## config.mk

```make
export PLATFORM = sky130hd
export DESIGN_NAME = led_blink_sequencer
export DESIGN_NICKNAME = d
export VERILOG_FILES = /design/src/rtl/led_pkg.sv /design/src/rtl/led_tick_gen.sv /design/src/rtl/led_blink_sequencer.sv
export SDC_FILE = /design/constraint.sdc
export NUM_CORES = 1
export LEC_CHECK = 0
export CAP_MARGIN = 30
export CORE_AREA = 10 10 85 87
export CTS_BUF_LIST = sky130_fd_sc_hd__clkbuf_16
export DETAILED_ROUTE_END_ITERATION = 10
export DIE_AREA = 0 0 95 97
export GPL_ROUTABILITY_DRIVEN = 1
export GPL_TIMING_DRIVEN = 0
export MAX_ROUTING_LAYER = met4
export PLACE_DENSITY = 0.51
export SLEW_MARGIN = 15
export SYNTH_ARGS = -nofsm -noshare
export SYNTH_HDL_FRONTEND = slang
export SYNTH_SLANG_ARGS = --single-unit
```

## constraint.sdc

```tcl
create_clock -name i_clk -period 5.2 [get_ports i_clk]
set_input_delay 1.04 -clock i_clk [delete_from_list [all_inputs] [get_ports i_clk]]
set_output_delay 1.04 -clock i_clk [all_outputs]
set_load 0.03 [all_outputs]
```

## src/rtl/led_pkg.sv

```systemverilog
// Shared types and constant helpers for the LED blink sequencer.
// Holds the FSM state encoding plus the half-period and width calculations.
package led_pkg;

  typedef enum logic [2:0] {
    IDLE = 3'd0,
    ON   = 3'd1,
    OFF  = 3'd2,
    GAP  = 3'd3,
    DONE = 3'd4
  } seq_state_t;

  localparam int DEF_CLK_IN   = 300;
  localparam int DEF_FREQ_OUT = 5;

  // Ceiling log2, never below 1 so a counter always has at least one bit.
  function automatic int clog2(input int value);
    int width;
    width = 0;
    while ((1 << width) < value) width++;
    return (width < 1) ? 1 : width;
  endfunction

  // Cycles spent in a single ON or OFF phase.
  function automatic int half_cycles(input int clk_in, input int freq_out);
    return clk_in / (2 * freq_out);
  endfunction

  localparam int DEF_HALF = half_cycles(DEF_CLK_IN, DEF_FREQ_OUT);

endpackage

```

## src/rtl/led_tick_gen.sv

```systemverilog
// Half-period prescaler: counts 0..HALF-1 while enabled and pulses tick on the last count.
// A synchronous clear (or reset) returns the count to 0; clear wins over enable.
module led_tick_gen
  import led_pkg::*;
#(
  parameter int HALF = DEF_HALF
) (
  input  logic clk,
  input  logic reset,
  input  logic clr,
  input  logic en,
  output logic tick
);

  localparam int W = clog2(HALF);

  logic [W-1:0] cnt;
  logic         at_end;

  assign at_end = (cnt == W'(HALF - 1));
  assign tick   = en & at_end;

  always_ff @(posedge clk) begin
    if (reset || clr) begin
      cnt <= '0;
    end else if (en) begin
      cnt <= at_end ? '0 : cnt + W'(1);
    end
  end

endmodule

```

## src/rtl/led_blink_sequencer.sv

```systemverilog
// Shares one status LED among N_REQ requesters: arbitrate, play K blinks, idle a gap, release.
// Define LED_SEQ_FIXED_PRIO_EN for fixed lowest-index-wins priority instead of round-robin.
module led_blink_sequencer
  import led_pkg::*;
#(
  parameter int N_REQ      = 4,
  parameter int CNT_W      = 4,
  parameter int CLK_IN     = DEF_CLK_IN,
  parameter int FREQ_OUT   = DEF_FREQ_OUT,
  parameter int GAP_HALVES = 2
) (
  input  logic                   i_clk,
  input  logic                   i_reset,
  input  logic                   i_en,
  input  logic [N_REQ-1:0]       i_req,
  input  logic [N_REQ*CNT_W-1:0] i_count,
  output logic [N_REQ-1:0]       o_grant,
  output logic                   o_busy,
  output logic                   o_done,
  output logic                   o_led
);

  localparam int HALF = half_cycles(CLK_IN, FREQ_OUT);
  localparam int IW   = clog2(N_REQ);
  localparam int GW   = clog2(GAP_HALVES + 1);

  seq_state_t       state, state_nxt;
  logic [CNT_W-1:0] k_rem, k_nxt;
  logic [GW-1:0]    gap_cnt, gap_nxt;
  logic [N_REQ-1:0] grant_nxt;
  logic             tick, tick_en, tick_clr;

  logic [CNT_W-1:0] req_cnt [N_REQ];
  logic [CNT_W-1:0] win_cnt;
  logic [IW-1:0]    win_idx;
  logic [N_REQ-1:0] win_onehot;
  logic             win_vld;

  always_comb begin
    for (int r = 0; r < N_REQ; r++) begin
      req_cnt[r] = i_count[r*CNT_W +: CNT_W];
    end
  end

`ifdef LED_SEQ_FIXED_PRIO_EN
  // Descending scan so the lowest requesting index is the last writer.
  always_comb begin
    win_vld = 1'b0;
    win_idx = '0;
    for (int i = N_REQ - 1; i >= 0; i--) begin
      if (i_req[IW'(i)]) begin
        win_vld = 1'b1;
        win_idx = IW'(i);
      end
    end
  end
`else
  logic [IW-1:0] ptr, ptr_nxt;
  int            idx;

  // Scan offsets N_REQ..1 so the requester nearest after ptr is the last writer.
  always_comb begin
    win_vld = 1'b0;
    win_idx = '0;
    idx     = 0;
    for (int i = N_REQ; i >= 1; i--) begin
      idx = int'(ptr) + i;
      if (idx >= N_REQ) idx = idx - N_REQ;
      if (i_req[IW'(idx)]) begin
        win_vld = 1'b1;
        win_idx = IW'(idx);
      end
    end
  end
`endif

  assign win_cnt    = req_cnt[win_idx];
  assign win_onehot = N_REQ'(1) << win_idx;

  led_tick_gen #(
    .HALF(HALF)
  ) u_tick (
    .clk  (i_clk),
    .reset(i_reset),
    .clr  (tick_clr),
    .en   (tick_en),
    .tick (tick)
  );

  always_comb begin
    state_nxt = state;
    k_nxt     = k_rem;
    gap_nxt   = gap_cnt;
    grant_nxt = o_grant;
    tick_en   = 1'b0;
    tick_clr  = 1'b0;
`ifndef LED_SEQ_FIXED_PRIO_EN
    ptr_nxt   = ptr;
`endif
    case (state)
      IDLE: begin
        tick_clr = 1'b1;
        if (win_vld) begin
          grant_nxt = win_onehot;
          k_nxt     = win_cnt;
          gap_nxt   = '0;
`ifndef LED_SEQ_FIXED_PRIO_EN
          ptr_nxt   = win_idx;
`endif
          state_nxt = (win_cnt != '0) ? ON : DONE;
        end
      end
      ON: begin
        tick_en = 1'b1;
        if (tick) state_nxt = OFF;
      end
      OFF: begin
        tick_en = 1'b1;
        if (tick) begin
          if (k_rem != '0) k_nxt = k_rem - CNT_W'(1);
          if (k_rem <= CNT_W'(1)) begin
            state_nxt = (GAP_HALVES == 0) ? DONE : GAP;
          end else begin
            state_nxt = ON;
          end
        end
      end
      GAP: begin
        tick_en = 1'b1;
        if (tick) begin
          if (gap_cnt == GW'(GAP_HALVES - 1)) begin
            state_nxt = DONE;
          end else begin
            gap_nxt = gap_cnt + GW'(1);
          end
        end
      end
      DONE: begin
        tick_clr  = 1'b1;
        grant_nxt = '0;
        state_nxt = IDLE;
      end
      default: begin
        tick_clr  = 1'b1;
        grant_nxt = '0;
        state_nxt = IDLE;
      end
    endcase
  end

  // o_led is registered from the next state so it lines up with the ON phase exactly.
  always_ff @(posedge i_clk) begin
    if (i_reset) begin
      state   <= IDLE;
      k_rem   <= '0;
      gap_cnt <= '0;
      o_grant <= '0;
      o_led   <= 1'b0;
`ifndef LED_SEQ_FIXED_PRIO_EN
      ptr     <= IW'(N_REQ - 1);
`endif
    end else begin
      state   <= state_nxt;
      k_rem   <= k_nxt;
      gap_cnt <= gap_nxt;
      o_grant <= grant_nxt;
      o_led   <= (state_nxt == ON) & i_en;
`ifndef LED_SEQ_FIXED_PRIO_EN
      ptr     <= ptr_nxt;
`endif
    end
  end

  assign o_busy = (state != IDLE);
  assign o_done = (state == DONE);

endmodule

```

# Yosys cells after proc, flatten, opt, wreduce, memory -nomap -nowiden
# Cells that the tools add are included.
totals:
  ff_bits: 21
  latchBits: 0
  ram_bits: 0
  romBits: 0
  word_cells: 105
  mem_count: 0
classes:
  n_addsub: 11
  multipliers: 0
  n_div: 0
  n_lt_le_gt_ge: 10
  eq_ne: 12
  n_shift: 1
  mux: 48
  bitwise_logic: 4
  reduce_logical: 12
ops:
  columns: ["cell", "n"]
  rows:
  - ["two-way mux 2 bit", 12]
  - ["two-way mux 4 bit", 6]
  - ["two-way mux 3 bit", 6]
  - ["less-than comparator 2 x 4 -> 1 bit (second input constant)", 4]
  - ["one-hot mux 4 bit (2 select lines)", 2]
  - ["two-way mux 1 bit", 14]
  - ["greater-or-equal comparator 3 bit (second input constant)", 4]
  - ["one-hot mux 3 bit (4 select lines)", 1]
  - ["!= test 2 bit (second input constant)", 5]
  - ["binary-select mux 1 bit (select 2 bit)", 4]
  - ["binary-select mux 4 bit (select 2 bit)", 1]
  - ["AND reduction 4 bit", 2]
  - ["nonzero test 4 bit", 2]
  - ["subtractor 2 x 1 -> 2 bit (second input constant)", 4]
  - ["adder 2 x 2 -> 3 bit (second input constant)", 2]
  - ["equality test 3 x 1 -> 1 bit (second input constant)", 2]
  - ["equality test 3 x 2 -> 1 bit (second input constant)", 2]
  - ["adder 5 x 1 -> 5 bit (second input constant)", 1]
  - ["equality test 5 bit (second input constant)", 1]
  - ["two-way mux 5 bit", 1]
  - ["adder 2 x 3 -> 4 bit (second input constant)", 1]
  - ["greater-or-equal comparator 4 x 3 -> 1 bit (second input constant)", 1]
  - ["less-or-equal comparator 4 x 1 -> 1 bit (second input constant)", 1]
  - ["one-hot mux 2 bit (2 select lines)", 1]
  - ["15 further kinds", 18]

# Depth between registers and ports, before layout
# Gate-level depths: netlist of run 1.
depth:
  ltp_word: 20
  mapped_depth: 8
  mapped_depth_nobuf: 8

# Modules after synthesis
# A second synthesis of run 1 with hierarchy kept.
unflattened:
  hier_cells: 163
  area_unflattened_um2: 1336.3
by_module_without_submodules:
  columns: ["mod", "n_inst", "cells_each", "area_per_inst_um2", "seq_area_each_um2"]
  rows:
  - ["led_blink_sequencer", 1, 136, 1062.3, 320.3]
  - ["led_tick_gen", 1, 27, 274.0, 100.1]

# Worst setup path after synthesis of run 1
# OpenSTA, ideal clock, no wires.
synth_timing:
  path_type: "in2reg"
  from: "in i_req[3]"
  to: "reg k_rem[1]"
  setup_time_ns: 0.120
  arrival_time_ns: 2.330
  slack_ns: 2.750
  cell_stages: 7
  cell_sequence: "nor2b_4 -> o21a_1 -> nor3_4 -> buf_6 -> mux2i_1 -> nor2_1 -> o31a_1"
synth_between:
  elab_chain_cells: 13
  word_cells_on_any_way: 28
  cone_classes: "1 x eq/ne; 25 x mux; 1 x bitwise; 1 x reduce/logical"
synth_rtl:
  columns: ["item", "line_no", "rtl"]
  rows:
  - ["start, declared", "led_blink_sequencer.sv:15", "input logic [N_REQ-1:0] i_req,"]
  - ["binary-select mux 1 bit (select 2 bit)", "led_blink_sequencer.sv:69", "if (i_req[IW'(idx)]) begin"]
  - ["two-way mux 1 bit (not written as such) (2 in series)", "led_blink_sequencer.sv:69", null]
  - ["two-way mux 2 bit (4 in series)", "led_blink_sequencer.sv:69", null]
  - ["NOT 2 -> 3 bit (not written as such)", "led_blink_sequencer.sv:77", "assign win_cnt = req_cnt[win_idx];"]
  - ["binary-select mux 4 bit (select 2 bit)", "led_blink_sequencer.sv:77", null]
  - ["two-way mux 4 bit (not written as such) (2 in series)", "led_blink_sequencer.sv:77", null]
  - ["two-way mux 4 bit", "led_blink_sequencer.sv:103", "if (win_vld) begin"]
  - ["one-hot mux 4 bit (2 select lines)", "led_blink_sequencer.sv:100", "case (state)"]
  - ["end signal, assigned", "led_blink_sequencer.sv:164", "k_rem <= k_nxt;"]
  - ["end, declared", "led_blink_sequencer.sv:28", "logic [CNT_W-1:0] k_rem, k_nxt;"]
# Several ways; a longest one is shown, not always the timed one. The select of a mux whose other input is x is not followed.
# A chain may end at the register's enable or synchronous reset.

# Worst setup path after layout of run 1
# Ends and elaborated chain as after synthesis.

==> summary.md, run 1 <==
| Metric | Value |
|---|---|
| Gr busiest metal | met2 |
| H-tree levels | 1 |
| Worst-case reg-to-reg path depth | 5 |
| Tightest Pin Transition | 0.606 ns |
| Critical path cell sequence | clkdlybuf4s50_1 -> nor2b_4 -> o21a_1 -> nor3_4 -> buf_6 -> mux2i_1 -> nor2_1 -> o31a_1 |
| Cts bufs inserted | 3 |
| Antenna violations before repair | 0 |
| Startpoint Class | input pin |
| Core Region | 5470 um^2 |
| Yosys warning total | 0 |
| Peak Freq | 349 MHz |
| Pre-CTS setup slack | 2.05 ns |
| Post-synth EDFFs | 0 |
| Hold Path Cell Cnt | 2 |
| Vias/cell | 4.78 |
| GRT Overall Usage | 0.0845 |
| Critical-path maximum fanout | 10 |
| Most common cell after layout, fill and taps aside | clkdlybuf4s50_1 |
| Clock Skew | 0.00495 ns |
| Post-Syn Instances | 160 |
| Peak VDD IR | 0.152 mV |
| Final-stage net count | 221 |
| Via Count | 1263 |
| Syn Std Cell Area | 1330 um^2 |
| Post-synth ARST share | 0 |
| Wire per inst | 13.9 um |
| Max-slew violation count | 0 |
| # diodes | 0 |
| WP data arrival | 3.02 ns |
| Reg2reg start | state[1] |
| Most used flip-flop cell after synthesis | dfxtp_1 |
| First-pass GRT wire length | 6110 um |
| Die Width | 95 um |
| GR Util met3 | 0.0193 |
| Final Wtd Congestion | 0.737 |
| WP data required | 5.35 ns |
| PostCTS Resize Cnt | 0 |
| CTS Sinks | 21 |
| Slew HR | 0.591 |
| Pwr Density | 425 nW/um^2 |
| Syn_area_per_cell | 8.34 um^2 |
| Outcome | completed |
| Starting Density | 0.244 |
| CP max stage cell | clkdlybuf4s50_1 |
| CP max stage delay | 0.48 ns |
| Post-synthesis sequential area ratio | 0.315 |
| Hold_sp | o_grant[3] |
| Fin Setup TNS | 0 ns |
| Skew-Pair Late Insertion Delay | 0.26 ns |
| Final setup fails | 0 |
| Mapped Nets | 188 |
| Synth cell types | 49 |
| Hold path endpoint | o_grant[3] |
| RSZ-0062 raised after global routing | no |
| # port buffers | 28 |
| Vias in the first global route | 1261 |
| Grt ovf | 0 |
| Leak pwr | 0.684 nW |
| Worst r2r dst | k_rem[2] |
| Post-Route WL | 3680 um |
| Clk buf depth | 2 |
| # rows | 27 |
| DRC violations left | 0 |
| CTS tree | built |
| Met1 Use GR | 0.108 |
| First-pass detailed-route iteration total | 3 |
| Die footprint | 9220 um^2 |
| Clock root buffer | clkbuf_16 |
| Area Overhead vs Synth | 34.0% |
| Post-CTS setup buffers | 0 |
| Min cycle time layout | 2.87 ns |
| Post-DRT Antenna Nets | 0 |
| Largest net degree at the start of global routing | 14 |
| Hold Path Class | reg -> reg |
| Fin crit share | 0.551 |
| CTS clk-pin slew, worst paths | 0.06 ns |
| Hold_buf cts | 0 |
| Initial DRC Count | 82 |
| Die height | 97 um |
| Share of cells above drive strength 1 | 0.104 |
| Final WS setup | 2.33 ns |
| Final hold violation count | 0 |
| I/O pin cnt | 30 |
| Met2 global-route usage | 0.121 |
| Hpwl dp | 2940 um |
| Type of the worst setup path | in -> reg |
| Max Cap Viol | 0 |
| FF+latch count, synth | 21 |
| Fill cells | 592 |
| R2R setup slack | 3.27 ns |
| Endpoint class of the critical path | flip-flop |
| Most frequent cells in the layout | 28 x clkdlybuf4s50_1, 25 x nor2_1, 21 x dfxtp_1 |
## report_power, final
part / switching [W] / total [W] / internal [W]
Sequential: 0.0000293 / 0.000227 / 0.000198
Clock: 0.0000659 / 0.000170 / 0.000104
Combinational: 0.000207 / 0.000362 / 0.000156
Total: 0.000302 / 0.000760 / 0.000458
## per-stage QoR
step                      instances  total power, W  hold slack, ns  utilization  area, um^2
final                           264        0.000760           0.451        0.326        1790
after global routing            264        0.000823           0.493        0.326        1790
after CTS                       264        0.000775           0.459        0.326        1790
after detailed placement        260        0.000598           0.451        0.311        1700
after global placement          260        0.000597           0.441        0.311        1700
after floorplan                 160        0.000485           0.434            -        1330
## metal layers
layer / vias up / wire length (um)
li1: 650 / -
met1: 583 / 1890
met2: 25 / 1550
met3: 5 / 161
met4: 0 / 78
met5: - / 0
## flip-flops by register name, summed over array words and instances (netlist names)
name,count
k_rem,4
o_grant,4
gap_cnt,2
state,3
u_tick.cnt,5
o_led,1
ptr,2
## worst max-delay path, delay by kind of cell
kind / cells / cell delay [ns]
AO/OA/AOI/OAI: 2 / 0.44
AND/OR/NAND/NOR: 3 / 0.64
buffers and inverters: 2 / 0.70
multiplexers: 1 / 0.19
## worst max-delay path by stage
stage / startpoint / to / slack (ns) / depth (start not counted)
after floorplan: i_req[3] / k_rem[1] / 2.75 / 7
after global placement: i_req[3] / k_rem[3] / 2.04 / 8
after detailed placement: i_req[3] / k_rem[1] / 2.05 / 8
after CTS: i_req[3] / k_rem[1] / 2.32 / 8
after global routing: i_req[3] / k_rem[3] / 2.17 / 8
final: i_req[3] / k_rem[1] / 2.33 / 8
## final cells by class
class                           instances  area [um^2]  area share
Clock inverter                          1         7.51     0.00420
Buffer                                  4         31.3      0.0175
Inverter                                7         26.3      0.0147
Multi-Input combinational cell        128          856       0.479
Timing Repair Buffer                   28          280       0.157
Clock buffer                            3         75.1      0.0420
Tap cell                               72         90.1      0.0504
Sequential cell                        21          420       0.235
## cells in the mapped netlist, types with 3 or more instances
library cell / instances / area [um^2]
o22ai_1: 5 / 31.3
nand4_1: 4 / 25.0
nand2_1: 10 / 37.5
dfxtp_1: 21 / 420
ha_1: 5 / 62.6
nor2_1: 25 / 93.8
mux2i_1: 9 / 90.1
a211o_1: 3 / 26.3
a21oi_1: 13 / 65.1
xor2_1: 3 / 26.3
nor4_1: 3 / 18.8
or3_1: 4 / 25.0
nand3_1: 4 / 20.0
inv_1: 7 / 26.3
o21a_1: 3 / 22.5
## cells by family (layout without fill, tap and decap cells)
| logic type | after synthesis | in the layout | synth area share |
|---|---|---|---|
| muxes | 10 | 10 | 0.0760 |
| xor gates and xnor gates | 3 | 3 | 0.0197 |
| adders and majority gates | 5 | 5 | 0.0469 |
| and+or+nand+nor | 70 | 70 | 0.278 |
| buffers and inverters | 11 | 43 | 0.0431 |
| DFF | 21 | 21 | 0.315 |
| AOI/OAI and AO/OA | 40 | 40 | 0.221 |
No activity file was read; power rests on OpenSTA's default activity.
==> inputs of run 2 (changes only) <==
clock period = 2.98 ns   (was 5.2 ns; I/O delays follow)
==> results of run 2 <==
Same layout as run 1 (identical final DEF). Status: completed.
Main changes from that run: setup slack after placement 2.05 ns -> 0.277 ns; setup slack after layout 2.33 ns -> 0.558 ns; register-to-register setup slack 3.27 ns -> 1.05 ns; total power 0.000760 W -> 0.00133 W; worst IR drop on VDD 0.152 mV -> 0.266 mV
==> inputs of run 3 (changes only) <==
clock period = 2.5 ns   (was 2.98 ns; I/O delays follow)
==> results of run 3 <==
Same layout as run 1 (identical final DEF). Status: completed.
Main changes from that run: setup slack after placement 2.05 ns -> -0.107 ns; setup slack after layout 2.33 ns -> 0.174 ns; register-to-register setup slack 3.27 ns -> 0.57 ns; total power 0.000760 W -> 0.00158 W; worst IR drop on VDD 0.152 mV -> 0.317 mV
